$ cat src/rtl/link_fork_n_if.sv
// rtl/link_fork_n_if.sv - handshake bundle for the N-way dual-rail link fork (LINK_FORK_MASK_EN adds en_mask)
interface link_fork_n_if #(
    parameter int WIDTH   = 1,
    parameter int OUT_NUM = 2
);
    localparam int RAIL_NUM = 2;

    logic                                        start;
    logic [WIDTH-1:0][RAIL_NUM-1:0]              in;
    logic                                        ack_o;
    logic [OUT_NUM-1:0]                          ack_i;
    logic [OUT_NUM-1:0][WIDTH-1:0][RAIL_NUM-1:0] out;
    logic                                        busy;
    logic                                        err;
`ifdef LINK_FORK_MASK_EN
    logic [OUT_NUM-1:0]                          en_mask;

    modport master (
        output start, in, ack_i, en_mask,
        input  ack_o, out, busy, err
    );

    modport slave (
        input  start, in, ack_i, en_mask,
        output ack_o, out, busy, err
    );
`else
    modport master (
        output start, in, ack_i,
        input  ack_o, out, busy, err
    );

    modport slave (
        input  start, in, ack_i,
        output ack_o, out, busy, err
    );
`endif
endinterface

$ cat src/rtl/link_fork_n.sv
// rtl/link_fork_n.sv - clocked N-way dual-rail four-phase link fork with joined ack (optional LINK_FORK_MASK_EN)
module link_fork_n #(
    parameter int WIDTH   = 1,
    parameter int OUT_NUM = 2
) (
    input  logic          clk,
    input  logic          rst,
    link_fork_n_if.slave  bus
);
    localparam int RAIL_NUM = 2;

    typedef enum logic [1:0] {
        S_IDLE  = 2'd0,
        S_DATA  = 2'd1,
        S_ACKED = 2'd2,
        S_RTZ   = 2'd3
    } state_t;

    state_t                                      r_state;
    state_t                                      w_state_nxt;
    logic [OUT_NUM-1:0][WIDTH-1:0][RAIL_NUM-1:0] r_out;
    logic [OUT_NUM-1:0][WIDTH-1:0][RAIL_NUM-1:0] w_out_nxt;
    logic                                        r_ack_o;
    logic                                        w_ack_nxt;
    logic                                        r_err;

    logic                                        w_in_complete;
    logic                                        w_in_null;
    logic                                        w_in_illegal;
    logic [OUT_NUM-1:0]                          w_join;
    logic                                        w_acks_hi;
    logic                                        w_acks_lo;

`ifdef LINK_FORK_MASK_EN
    logic [OUT_NUM-1:0]                          r_mask;

    // Track the live mask while idle so the value seen at capture is frozen for the whole handshake
    always_ff @(posedge clk) begin
        if (rst) begin
            r_mask <= '0;
        end else if (r_state == S_IDLE) begin
            r_mask <= bus.en_mask;
        end
    end

    // While idle the capture decision uses the live mask; afterwards the latched copy
    assign w_join = (r_state == S_IDLE) ? bus.en_mask : r_mask;
`else
    assign w_join = {OUT_NUM{1'b1}};
`endif

    // Classify the input word: every bit valid, every bit spacer, or any bit carrying the illegal 11 code
    always_comb begin
        w_in_complete = 1'b1;
        w_in_null     = 1'b1;
        w_in_illegal  = 1'b0;
        for (int b = 0; b < WIDTH; b++) begin
            if (bus.in[b] == 2'b11) begin
                w_in_illegal = 1'b1;
            end
            if (bus.in[b] != 2'b00) begin
                w_in_null = 1'b0;
            end
            if ((bus.in[b] != 2'b01) && (bus.in[b] != 2'b10)) begin
                w_in_complete = 1'b0;
            end
        end
    end

    // Non-participating channels count as agreeing in both directions, so an empty join is always satisfied
    assign w_acks_hi = &(bus.ack_i | ~w_join);
    assign w_acks_lo = ~|(bus.ack_i & w_join);

    // Handshake sequencing: capture, wait for all acks, wait for spacer, wait for acks to drop
    always_comb begin
        w_state_nxt = r_state;
        w_out_nxt   = r_out;
        w_ack_nxt   = r_ack_o;
        case (r_state)
            S_IDLE: begin
                if (bus.start && w_in_complete && !w_in_illegal && w_acks_lo) begin
                    w_state_nxt = S_DATA;
                    for (int c = 0; c < OUT_NUM; c++) begin
                        w_out_nxt[c] = w_join[c] ? bus.in : '0;
                    end
                end
            end
            S_DATA: begin
                if (w_acks_hi) begin
                    w_state_nxt = S_ACKED;
                    w_ack_nxt   = 1'b1;
                end
            end
            S_ACKED: begin
                if (w_in_null) begin
                    w_state_nxt = S_RTZ;
                    w_out_nxt   = '0;
                end
            end
            S_RTZ: begin
                if (w_acks_lo) begin
                    w_state_nxt = S_IDLE;
                    w_ack_nxt   = 1'b0;
                end
            end
            default: begin
                w_state_nxt = S_IDLE;
                w_out_nxt   = '0;
                w_ack_nxt   = 1'b0;
            end
        endcase
    end

    // State, output and sticky error registers; reset may land mid-handshake and returns everything to idle
    always_ff @(posedge clk) begin
        if (rst) begin
            r_state <= S_IDLE;
            r_out   <= '0;
            r_ack_o <= 1'b0;
            r_err   <= 1'b0;
        end else begin
            r_state <= w_state_nxt;
            r_out   <= w_out_nxt;
            r_ack_o <= w_ack_nxt;
            r_err   <= r_err | w_in_illegal;
        end
    end

    assign bus.out   = r_out;
    assign bus.ack_o = r_ack_o;
    assign bus.busy  = (r_state != S_IDLE);
    assign bus.err   = r_err;

endmodule

$ cat src/flat_wrapper.sv
// flat-port wrapper written by rule: the top's interface ports become plain ports
module link_fork_n_flat 
#(
    parameter int WIDTH   = 1,
    parameter int OUT_NUM = 2
)
  (clk, rst, bus_start, bus_in, bus_ack_i, bus_ack_o, bus_out, bus_busy, bus_err);
  link_fork_n_if #(.WIDTH(WIDTH), .OUT_NUM(OUT_NUM)) bus_i ();
  input  logic clk;
  input  logic rst;
  input wire logic [$bits(bus_i.start)-1:0] bus_start;
  input wire logic [$bits(bus_i.in)-1:0] bus_in;
  input wire logic [$bits(bus_i.ack_i)-1:0] bus_ack_i;
  output wire logic [$bits(bus_i.ack_o)-1:0] bus_ack_o;
  output wire logic [$bits(bus_i.out)-1:0] bus_out;
  output wire logic [$bits(bus_i.busy)-1:0] bus_busy;
  output wire logic [$bits(bus_i.err)-1:0] bus_err;
  assign bus_i.start = bus_start;
  assign bus_i.in = bus_in;
  assign bus_i.ack_i = bus_ack_i;
  assign bus_ack_o = bus_i.ack_o;
  assign bus_out = bus_i.out;
  assign bus_busy = bus_i.busy;
  assign bus_err = bus_i.err;
  link_fork_n #(.WIDTH(WIDTH), .OUT_NUM(OUT_NUM)) u_core (.clk(clk), .rst(rst), .bus(bus_i));
endmodule
$ cat config.mk
export PLATFORM = sky130hd
export DESIGN_NAME = link_fork_n_flat
export DESIGN_NICKNAME = d
export VERILOG_FILES = /design/src/rtl/link_fork_n_if.sv /design/src/rtl/link_fork_n.sv /design/src/flat_wrapper.sv
export SDC_FILE = /design/constraint.sdc
export NUM_CORES = 1
export LEC_CHECK = 0
export ABC_AREA = 1
export BUFFER_PORTS_ARGS = -buffer_cell sky130_fd_sc_hd__clkbuf_2
export CORE_AREA = 2 2 43 45
export CTS_CLUSTER_SIZE = 20
export DETAILED_ROUTE_END_ITERATION = 12
export DIE_AREA = 0 0 45 47
export HOLD_SLACK_MARGIN = 0.15
export SLEW_MARGIN = 10
export SYNTH_ARGS = -nofsm -noshare
export SYNTH_HDL_FRONTEND = slang
export SYNTH_SLANG_ARGS = --single-unit
$ cat constraint.sdc
create_clock -name clk -period 1.4 [get_ports clk]
set_input_delay 0.14 -clock clk [delete_from_list [all_inputs] [get_ports clk]]
set_output_delay 0.14 -clock clk [all_outputs]
set_load 0.1 [all_outputs]
# [After elaboration in Yosys (flattened, before gate mapping)]
# Index checks and enable logic that the tools add are counted.
[totals] inputBits=7 out_inout_bits=7 wordCells=45 ff_bits=8
[op_classes] bitwise=1 eq_ne=10 reduce_logical=16 n_mux=13
[op_table] op="$mux 2" n=4
[op_table] op="$mux 4" n=2
[op_table] op="$pmux 2 s4" n=1
[op_table] op="$pmux 4 s2" n=1
[op_table] op="$reduce_bool 2->1" n=4
[op_table] op="$eq 2x2->1 const B" n=3
[op_table] op="$ne 2x1->1 const B" n=3
[op_table] op="$ne 2x2->1 const B" n=3
[op_table] op="$reduce_and 3->1" n=2
[op_table] op="$logic_and 1x1->1" n=4
[op_table] op="$mux 1" n=4
[op_table] op="$reduce_and 4->1" n=1
[op_table] op="$eq 2x1->1 const B" n=1
[op_table] op="$logic_not 1->1" n=2
[op_table] op="$logic_not 2->1" n=1
[op_table] op="$pmux 1 s2" n=1
[op_table] op="$reduce_and 2->1" n=1
[op_table] op="$reduce_or 2->1" n=1
[op_table] op="$or 1x1->1" n=1

# [Depth between registers and ports, before layout]
[logic_depth] ltp_word=8 ltp_mapped=10 mapped_depth_nobuf=10

# [Worst setup path after synthesis]
# Ideal clock, no wire load.
[synth_path] path_type="register to register" start="register u_core.r_state[0]" end="register u_core.r_out (netlist bit u_core.bus.out[2])" arrival_time_ps=1676 synth_period_minus_slack_ps=1786 path_buffers=0 path_stages_with_launch=9 slack_ps=-386 setup_ps=110 required_ps=1290 cell_sequence="dfxtp_1 inv_1 ha_1 inv_1 nand2_1 nand3_1 nand2_1 inv_1 nor2_1"
[synth_via] elab_chain_cells=3 elab_cells_between_ends=7 classes_between="3 x eq/ne; 1 x mux; 3 x reduce/logical"
[synth_lines] item="from (decl)" line_no="link_fork_n.sv:19" source="state_t r_state;"
[synth_lines] item="from (signal assigned)" line_no="link_fork_n.sv:122" source="r_state <= w_state_nxt;"
[synth_lines] item="$eq 2x2->1 or $logic_not 2->1 (tied branches)" line_no="link_fork_n.sv:79" source="case (r_state)"
[synth_lines] item="$ne 2x2->1 (no source line), or another cell as far along"
[synth_lines] item="$reduce_and 3->1 (no source line)"
[synth_lines] item="to (signal assigned)" line_no="link_fork_n.sv:123" source="r_out <= w_out_nxt;"
[synth_lines] item="to (decl)" line_no="link_fork_n.sv:21" source="logic [OUT_NUM-1:0][WIDTH-1:0][RAIL_NUM-1:0] r_out;"
# Several ways; a longest one is shown, not always the timed one.
# A chain may end at the register's enable or synchronous reset.

# [Worst setup path after layout]
[layout_path] start="register u_core.r_state[0]" end="output port bus_busy"
[layout_via] elab_chain_cells=1
[layout_lines] item="$reduce_bool 2->1" line_no="link_fork_n.sv:131" source="assign bus.busy = (r_state != S_IDLE);"
[layout_lines] item="to (decl)" line_no="flat_wrapper.sv:16" source="output wire logic [$bits(bus_i.busy)-1:0] bus_busy;"
# No other way between the ends.

==> results.ini <==
[timing]
rsz0062_at_grt = false
min_period_ns = 1.33
drv_slew = 0
fin_crit_sh_pct = 94.7
hold_violations = 0
whs_ns = 0.278
fmax_ghz = 0.754
finalSetupViolCount = 0
tightest_slew_ns = 0.541
fin_worst_skew_ns = 0.00726
relSlewSlack_pct = 64.1
setup_ws_ns = 0.0743

[drt]
via_per_inst = 4.23
antenna_left = 0
vias = 440
top_layer = met4
wl_um = 918
drt_first_pass_iters = 4
met2_length_um = 481
route.met3.wl_um = 35
wirelength_met1_um = 381
drt_iter0_drc = 9
remaining_drc_errors = 0
routedWlPerCell_um = 8.83

[placement]
gp_congestion = 0.716
post-place-ws_ns = 0.0313
hpwl_um = 753
placed_area_sq_um = 597
port_buffers = 13

[yosys]
syn-num-nets = 84
syn_area_per_cell_sq_um = 6.65
ys_ff_latch = 6
synth_cell_type_count = 16
yosysTopAreaCellShare_pct = 25.8
netlist_top_cells_area = dfxtp_1 (26%), ha_1 (19%), nand2_1 (13%)
seq_area_frac_synth_pct = 25.8
synthCells = 70
ys_warn_count = 0
syn_area_sq_um = 465
synth_top_area_cell = dfxtp_1

[layout]
mostFrequentLayoutCells = nand2_1 (15), clkbuf_2 (12), inv_1 (11), nor2_1 (7), ha_1 (6)
final_common_cell = nand2_1
syn2layout_area_growth_pct = 36.6
num_antenna_cells = 0
seqCellArea_sq_um = 125
multiInputGateArea_sq_um = 287
layout.nets = 103
fillers = 180
final_util_pct = 38.5
design_area_sq_um = 636
final_layout_size_suffix_gt1_share_pct = 43.7

[worst_setup_path]
crit_required_ns = 1.26
path_buf_inv = 4
critPathCaptureType = output port
crit_type = reg -> out
cp.depth = 5
cpMaxStageDelayCell = dfxtp_2
r2r_end = u_core.r_state[1]
start_kind = flop
cp_slowest_stage_delay_ns = 0.33
critPathArrivalTime_ns = 1.19
crit_chain = inv_2 > buf_4 > ha_4 > clkinvlp_4 > buf_12
crit_end = bus_busy
cp_max_fo = 3
reg2reg_from = u_core.r_state[0]
crit_family = buffers and inverters
crit_path_start = u_core.r_state[0]
r2r_cells = 9
r2r_slack_ns = 0.11

[clocking]
postCtsSetupBuffers = 0
clock_latency_ns = 0.25
clk_pin_slew_ns = 0.05
clockBufferDepth = 2
cts-root-buf = clkbuf_4
cts_num_sinks = 6
cts_made_buffers = 3
cts_tree = yes
cts_max_level = 1

[power_and_ir_drop]
peakVddDrop_v = 0.000711
finalPower_mw = 1.47
power_per_cell_area_mw_per_mm2 = 2310
power_leakage_nw = 0.343

[die]
io_pins = 14
die_w_um = 45
num_rows = 15
initial_core_util_pct = 28.2
fp.dieArea_sq_mm = 0.00212
fp.dieH_um = 47
coreArea_sq_mm = 0.00165

[global_routing]
overflow = 0
grt_pass1_wl_um = 1500
track_usage_pct = 10.1
first_global_vias = 411
grt_max_degree = 7
grt_antenna_before_repair = 0

[flow_run]
maxCapViolCount = 0

[hold_path]
hp-class = in -> reg
min_path_cells = 5

[outcome]
status = finished, final reports clean

[timing repair]
item / in CTS / in global routing
resized for setup: 0 / 4
hold buffers: 1 / 0
setup endpoints to repair: 0 / 5
hold endpoints to repair: 1 / 0
[worst reg2reg max path: stages, from the launching register on]
cell	delay, ns
dfxtp_2	0.32
buf_4	0.13
ha_1	0.20
inv_1	0.06
nor2_1	0.06
nor2_4	0.16
nand3_2	0.09
nand2_1	0.08
inv_2	0.03
nor2_2	0.08
[cell type report]
cell class,instances,area share [%]
clock buffers,3,3.54
flip-flops and latches,6,19.7
repair buffers,17,17.7
multi-input cells,44,45.1
inverters,17,10.6
well taps,17,3.35
[stage by stage]
step	instances	TNS, ns
after floorplan	70	-0.166
after global placement	100	0
after detailed placement	100	0
after CTS	104	0
after global routing	104	0
final	104	0
[synthesized netlist by cell type]
master / instances
nand3_1: 2
nor2_2: 3
buf_4: 2
nand2_1: 16
nor2_1: 7
nand4_1: 4
inv_2: 2
a21oi_1: 2
ha_1: 7
or2_0: 1
buf_2: 1
inv_1: 14
nand2_2: 1
clkinv_1: 1
dfxtp_1: 6
nor2_4: 1
[routing by layer]
metal / up-vias / track usage [%]
li1: 239 / -
met1: 185 / 10.1
met2: 13 / 18.6
met3: 3 / 2.31
met4: 0 / 7.06
met5: - / 0
[worst min path at each step]
stage / from / to / slack [ns]
4_1_cts: bus_in[1] / u_core.bus.out[3] / 0.28
3_3_place_gp: rst / u_core.bus.err / 0.32
5_1_grt: bus_in[1] / u_core.bus.out[3] / 0.33
3_5_place_dp: rst / u_core.bus.err / 0.32
6_report: bus_in[1] / u_core.bus.out[3] / 0.28
2_1_floorplan: rst / u_core.bus.err / 0.21
[state kept, by name, indices dropped and copies added, names as in the netlist]
| signal | cells |
|---|---|
| u_core.bus.ack_o | 1 |
| u_core.bus.err | 1 |
| u_core.r_state | 2 |
| u_core.bus.out | 2 |
[logic make-up after synthesis]
group | Yosys count | synth area share [%]
AOI/OAI and AO/OA | 2 | 2.15
adders and majority gates | 7 | 18.8
buffers and inverters | 20 | 18.0
DFF | 6 | 25.8
and+or+nand+nor | 35 | 35.2
[report_power, final]
part	switching, mW	internal [mW]
sequential	0.0333	0.227
clock	0.0740	0.0978
combinational	0.746	0.291
(Power assumes the default switching activity.)
